[config.mk]
export PLATFORM = sky130hd
export DESIGN_NAME = jk_bank_ctrl
export DESIGN_NICKNAME = d
export VERILOG_FILES = /design/src/rtl/jk_pkg.sv /design/src/rtl/jk_cell.sv /design/src/rtl/jk_bank_ctrl.sv
export SDC_FILE = /design/constraint.sdc
export NUM_CORES = 1
export LEC_CHECK = 0
export CAP_MARGIN = 20
export CORE_UTILIZATION = 30
export CTS_CLUSTER_SIZE = 12
export DETAILED_ROUTE_END_ITERATION = 7
export PLACE_DENSITY = 0.46
export SYNTH_ARGS = -nofsm -noshare
export SYNTH_HDL_FRONTEND = slang
export SYNTH_HIERARCHICAL = 1
export SYNTH_SLANG_ARGS = --single-unit
[constraint.sdc]
create_clock -name clk -period 2.5 [get_ports clk]
set_input_delay 0.5 -clock clk [delete_from_list [all_inputs] [get_ports clk]]
set_output_delay 0.5 -clock clk [all_outputs]
set_load 0.005 [all_outputs]
[src/rtl/jk_pkg.sv]
// rtl/jk_pkg.sv - shared opcodes, FSM encoding and J/K pair constants for the J-K bank controller
// Contents: OP_* opcodes (3 bits), ST_* FSM states (2 bits), JK_* {j,k} pair codes,
//           is_count_op() helper.
package jk_pkg;

    localparam logic [2:0] OP_HOLD   = 3'd0;
    localparam logic [2:0] OP_CLEAR  = 3'd1;
    localparam logic [2:0] OP_SET    = 3'd2;
    localparam logic [2:0] OP_LOAD   = 3'd3;
    localparam logic [2:0] OP_TOGGLE = 3'd4;
    localparam logic [2:0] OP_CNT_UP = 3'd5;
    localparam logic [2:0] OP_CNT_DN = 3'd6;
    localparam logic [2:0] OP_RSVD   = 3'd7;

    localparam logic [1:0] ST_IDLE  = 2'd0;
    localparam logic [1:0] ST_EXEC  = 2'd1;
    localparam logic [1:0] ST_COUNT = 2'd2;
    localparam logic [1:0] ST_DONE  = 2'd3;

    // Encoded as {j, k}
    localparam logic [1:0] JK_HOLD   = 2'b00;
    localparam logic [1:0] JK_RESET  = 2'b01;
    localparam logic [1:0] JK_SET    = 2'b10;
    localparam logic [1:0] JK_TOGGLE = 2'b11;

    function automatic logic is_count_op(input logic [2:0] op);
        return (op == OP_CNT_UP) || (op == OP_CNT_DN);
    endfunction

endpackage

[src/rtl/jk_cell.sv]
// rtl/jk_cell.sv - single J-K flip-flop cell
// Ports: clk (rising edge), clr_n (sync active-low clear), j, k (inputs), q, q_n (outputs).
module jk_cell
    import jk_pkg::*;
(
    input  logic clk,
    input  logic clr_n,
    input  logic j,
    input  logic k,
    output logic q,
    output logic q_n
);

    logic q_q;

    always_ff @(posedge clk) begin
        if (!clr_n) begin
            q_q <= 1'b0;
        end else begin
            case ({j, k})
                JK_HOLD:  q_q <= q_q;
                JK_RESET: q_q <= 1'b0;
                JK_SET:   q_q <= 1'b1;
                default:  q_q <= ~q_q;
            endcase
        end
    end

    assign q   = q_q;
    assign q_n = ~q_q;

endmodule

[src/rtl/jk_bank_ctrl.sv]
// rtl/jk_bank_ctrl.sv - command sequencer driving J/K inputs of a WIDTH-bit J-K flip-flop bank
// Ports: clk, clr_n (sync active-low); cmd_valid/cmd_ready handshake with cmd_op, cmd_data,
//        cmd_len; q (bank state); busy, done (1-cycle completion pulse), wrap (1-cycle count wrap).
module jk_bank_ctrl
    import jk_pkg::*;
#(
    parameter int WIDTH = 8,
    parameter int CNT_W = 8
) (
    input  logic             clk,
    input  logic             clr_n,
    input  logic             cmd_valid,
    output logic             cmd_ready,
    input  logic [2:0]       cmd_op,
    input  logic [WIDTH-1:0] cmd_data,
    input  logic [CNT_W-1:0] cmd_len,
    output logic [WIDTH-1:0] q,
    output logic             busy,
    output logic             done,
    output logic             wrap
);

    logic [1:0]       state_q, state_d;
    logic [2:0]       op_q,    op_d;
    logic [WIDTH-1:0] data_q,  data_d;
    logic [CNT_W-1:0] cnt_q,   cnt_d;
    logic             wrap_q,  wrap_d;

    logic [WIDTH-1:0] q_n;
    logic [WIDTH-1:0] up_en;
    logic [WIDTH-1:0] dn_en;
    logic [WIDTH-1:0] j_w;
    logic [WIDTH-1:0] k_w;

    always_comb begin
        state_d = state_q;
        op_d    = op_q;
        data_d  = data_q;
        cnt_d   = cnt_q;
        wrap_d  = 1'b0;
        case (state_q)
            ST_IDLE: begin
                if (cmd_valid) begin
                    op_d   = cmd_op;
                    data_d = cmd_data;
                    if (is_count_op(cmd_op)) begin
                        cnt_d   = cmd_len;
                        state_d = (cmd_len == '0) ? ST_DONE : ST_COUNT;
                    end else begin
                        state_d = ST_EXEC;
                    end
                end
            end
            ST_EXEC: state_d = ST_DONE;
            ST_COUNT: begin
                cnt_d = cnt_q - CNT_W'(1);
                // The step taken this cycle wraps if every bit carries (up) or borrows (down);
                // registering it lines the pulse up with q showing the wrapped value.
                wrap_d = (op_q == OP_CNT_UP) ? (&q) : (&q_n);
                if (cnt_q == CNT_W'(1)) begin
                    state_d = ST_DONE;
                end
            end
            default: state_d = ST_IDLE;
        endcase
    end

    always_ff @(posedge clk) begin
        if (!clr_n) begin
            state_q <= ST_IDLE;
            op_q    <= OP_HOLD;
            data_q  <= '0;
            cnt_q   <= '0;
            wrap_q  <= 1'b0;
        end else begin
            state_q <= state_d;
            op_q    <= op_d;
            data_q  <= data_d;
            cnt_q   <= cnt_d;
            wrap_q  <= wrap_d;
        end
    end

    always_comb begin
        j_w = '0;
        k_w = '0;
        if (state_q == ST_EXEC) begin
            case (op_q)
                OP_CLEAR:  k_w = '1;
                OP_SET:    j_w = '1;
                OP_LOAD: begin
                    j_w = data_q;
                    k_w = ~data_q;
                end
                OP_TOGGLE: begin
                    j_w = data_q;
                    k_w = data_q;
                end
                default: begin
                    j_w = '0;
                    k_w = '0;
                end
            endcase
        end else if (state_q == ST_COUNT) begin
            j_w = (op_q == OP_CNT_UP) ? up_en : dn_en;
            k_w = j_w;
        end
    end

    for (genvar g = 0; g < WIDTH; g++) begin : g_cell
        // Bit g toggles when all lower bits are 1 (up) or all are 0 (down).
        if (g == 0) begin : g_lsb
            assign up_en[g] = 1'b1;
            assign dn_en[g] = 1'b1;
        end else begin : g_upper
            assign up_en[g] = &q[g-1:0];
            assign dn_en[g] = &q_n[g-1:0];
        end

        jk_cell u_cell (
            .clk   (clk),
            .clr_n (clr_n),
            .j     (j_w[g]),
            .k     (k_w[g]),
            .q     (q[g]),
            .q_n   (q_n[g])
        );
    end

    assign cmd_ready = (state_q == ST_IDLE);
    assign busy      = (state_q != ST_IDLE);
    assign done      = (state_q == ST_DONE);
    assign wrap      = wrap_q;

endmodule

==> results_dict.tcl <==
set metrics [dict create \
    status "complete, no violations" \
    cp_max_fo 13 \
    worstHoldPathCells 2 \
    clockRootBuffer "clkbuf_8" \
    syn2layout_area_growth_pct 26.4 \
    fp.coreArea_um2 7370 \
    cts_tree "built" \
    fin_cells 463 \
    place_hpwl_um 4570 \
    fin_ws_ns 0.224 \
    finClkSkew_ns 0.00937 \
    gp_congestion 0.794 \
    tightest_slew_ns 0.801 \
    pwr-share-clk 0.211 \
    r2r_slack_ns 0.22 \
    synthMuxAreaShare 0.00431 \
    pwr-share-comb 0.505 \
    grt_pass1_vias 2100 \
    cts_max_level 2 \
    required_ns 2.72 \
    path_clk_slew_ns 0.08 \
    dr.pass1.iters 4 \
    n_fill_cell 800 \
    synth_edf_count 0 \
    synth_top_family_by_area "simple AND/OR/NAND/NOR gates" \
    netlist_area_um2 2320 \
    hold_buffers 0 \
    grt_pass1_wl_um 10200 \
    hold_class "flip-flop to flip-flop" \
    port_buffers 33 \
    insertion_delay_ns 0.29 \
    cap_viol_max_count 0 \
    pre_cts_ws_ns 0.186 \
    dr_wl_met3_um 291 \
    dieWidth_um 89.9 \
    max-vdd-ir-drop_mv 0.248 \
    leakage_nw 1.16 \
    grt_usage 0.156 \
    vias 2263 \
    worstSetupEndpoint "g_cell[7].u_cell/q" \
    cts_sinks 30 \
    drt-met1-wl_um 3130 \
    final_hold_viol_count 0 \
    synth_fa_ha_area_frac 0.119 \
    slowest_delay_ns 0.44 \
    path_cells "nor3b_2 -> nand2b_1 -> a21oi_1 -> o21ai_0 -> inv_1 -> ha_1 -> or3_1 -> a31oi_1" \
    drc 0 \
    wirelength_um 5940 \
    tns_ns 0 \
    maxSlewHeadroom 0.461 \
    synth_compound_area_frac 0.255 \
    final-max-slew-violation-count 0 \
    grt_antenna_before_repair 0 \
    vias_per_cell 4.89 \
    drt_iter0_markers 83 \
    syn_nets 368 \
    syn_avg_cell_area_um2 7.16 \
    synthFlopType "dfxtp_1" \
    path_class "flip-flop to flip-flop" \
    worstRegToRegCells 8 \
    endpoint_kind "flip-flop" \
    arrival_ns 2.49 \
    synthArstFlopShare 0 \
    synth_xor_area_frac 0.00378 \
    synth_cell_types 46 \
    place_inst 454 \
    wire_per_inst_um 12.8 \
    ys_seq_area_frac 0.259 \
    period_minus_slack_ns 2.28 \
    ant_nets 0 \
    p_per_area_nw_per_um2 835 \
    dr.max_layer_used "met4" \
    min_period_over_period 0.910 \
    p_int_mw 1.45 \
    p_seq_frac 0.285 \
    fmax_mhz 439 \
    seq_area_um2 601 \
    p_sw_frac 0.408 \
    grt_max_degree 20 \
    nets 407 \
    finalSetupViolations 0 \
    power_switching_mw 1.00 \
    slowest_stage "dfxtp_1" \
    grt_overflow 0 \
    cts_made_buffers 5 \
    yosys.area_share.simple 0.265 \
    ys_ff_latch 30 \
    start_util 0.315 \
    clk_path_buf_depth 2 \
    yosysWarningCount 6 \
    multi_input_comb_area_um2 1500 \
    dr_wl_met2_um 2460 \
    io_pins 34 \
    diodes 0 \
    final_cell_area_um2 2930 \
    critPathLaunch "op_q[1]" \
    timing.rr.end "g_cell[7].u_cell/q" \
    num_rows 31 \
    placed_cell_area_um2 2800 \
    synthCells 324 \
    regToRegStartpoint "op_q[1]" \
    crit_path_start_kind "flip-flop" \
    drive_above_1_share 0.0687 \
    die_area_um2 8090 \
    rsz0062_at_grt "false" \
    die_h_um 89.9 \
]
[worst max-delay path: cells and delay by family (launching register included)]
family / cells / cell delay [ns]
buffers and inverters: 1 / 0.08
adders and majority gates: 1 / 0.30
DFF: 1 / 0.44
AOI/OAI and AO/OA: 3 / 0.52
and+or+nand+nor: 3 / 0.86
[cell usage after synthesis, types with 2 or more instances]
cell type | count | share of area
and2_1 | 3 | 0.0081
buf_2 | 4 | 0.0086
o21ai_0 | 9 | 0.019
inv_1 | 43 | 0.070
nand2b_1 | 6 | 0.016
a211oi_1 | 3 | 0.0097
nand4_1 | 3 | 0.0081
o32ai_1 | 5 | 0.019
dfxtp_1 | 30 | 0.26
a21oi_1 | 44 | 0.095
nand3b_1 | 10 | 0.032
and3_1 | 3 | 0.0081
or3_1 | 9 | 0.024
clkbuf_1 | 6 | 0.0097
nand2_1 | 57 | 0.092
nand3_1 | 9 | 0.019
a21o_1 | 2 | 0.0065
nor2b_1 | 3 | 0.0081
o21bai_1 | 8 | 0.026
nor4_1 | 3 | 0.0081
ha_1 | 22 | 0.12
nor2_1 | 8 | 0.013
o22a_1 | 3 | 0.011
a31oi_1 | 9 | 0.024
[layout make-up]
type	count	area share
Sequential cell	30	0.205
Tap cell	99	0.0422
Inverter	44	0.0563
Clock inverter	3	0.0154
Clock buffer	5	0.0235
Timing Repair Buffer	44	0.145
Multi-Input combinational cell	238	0.513
[worst min path at each step]
stage / start / end / slack, ns
6_report: cnt_q[7] / cnt_q[7] / 0.49
5_1_grt: cnt_q[7] / cnt_q[7] / 0.51
4_1_cts: cnt_q[7] / cnt_q[7] / 0.49
3_5_place_dp: cnt_q[7] / cnt_q[7] / 0.48
3_3_place_gp: cnt_q[3] / cnt_q[3] / 0.48
2_1_floorplan: data_q[4] / data_q[4] / 0.46
[layout by cell type, fill, tap and decap left out, types with 2 or more instances in the layout]
master | netlist | final
nand2b_1 | 6 | 6
a211oi_1 | 3 | 3
o32ai_1 | 5 | 5
and3_1 | 3 | 3
dfxtp_1 | 30 | 30
nand4_1 | 3 | 3
nand3_1 | 9 | 9
o21ai_0 | 9 | 9
and2_1 | 3 | 3
o22a_1 | 3 | 3
inv_1 | 43 | 43
a21oi_1 | 44 | 44
ha_1 | 22 | 22
a31oi_1 | 9 | 9
or3_1 | 9 | 9
nand2_1 | 57 | 57
a21o_1 | 2 | 2
buf_4 | 1 | 10
nand3b_1 | 10 | 10
clkinvlp_4 | 0 | 2
clkdlybuf4s50_1 | 0 | 33
nor2_1 | 8 | 8
nor4_1 | 3 | 3
o21bai_1 | 8 | 8
clkbuf_8 | 0 | 5
nor2b_1 | 3 | 2
[power groups by stage]
stage	Sequential [mW]	Clock (mW)	Combinational [mW]
after floorplan	0.667	0	0.884
after global placement	0.708	0	1.22
after detailed placement	0.708	0	1.24
after CTS	0.697	0.535	1.25
after global routing	0.718	0.551	1.44
final	0.698	0.515	1.24
[sequential cells by signal (all words and copies together) (netlist names)]
| name | cells |
|---|---|
| g_cell.u_cell/q | 8 |
| cnt_q | 8 |
| data_q | 8 |
| op_q | 3 |
| wrap | 1 |
| state_q | 2 |
[layer usage]
metal  global-route usage  vias to the layer above
li1                     -                     1210
met1                0.234                      999
met2                0.224                       50
met3               0.0313                        4
met4               0.0444                        0
met5                    0                        -
[per-stage QoR]
| stage | power, mW | utilization | hold slack, ns |
|---|---|---|---|
| final | 2.45 | 0.398 | 0.487 |
| after global routing | 2.71 | 0.398 | 0.514 |
| after CTS | 2.48 | 0.395 | 0.495 |
| after detailed placement | 1.95 | 0.379 | 0.484 |
| after global placement | 1.93 | 0.379 | 0.477 |
| after floorplan | 1.55 | - | 0.458 |
[logic make-up after synthesis]
| group | count (synthesis) |
|---|---|
| AO/OA/AOI/OAI | 93 |
| XOR/XNOR | 1 |
| adder cells (fa/ha/maj) | 22 |
| buffers and inverters | 56 |
| flip-flops | 30 |
| multiplexers | 1 |
| AND/OR/NAND/NOR | 121 |
[what timing repair did]
| item | 4_1_cts | 5_1_grt |
|---|---|---|
| buffers inserted | 0 | 1 |
| gates resized for setup | 0 | 2 |
| setup endpoints to repair | 0 | 5 |
Note: power is estimated with default switching activity, not from simulation.
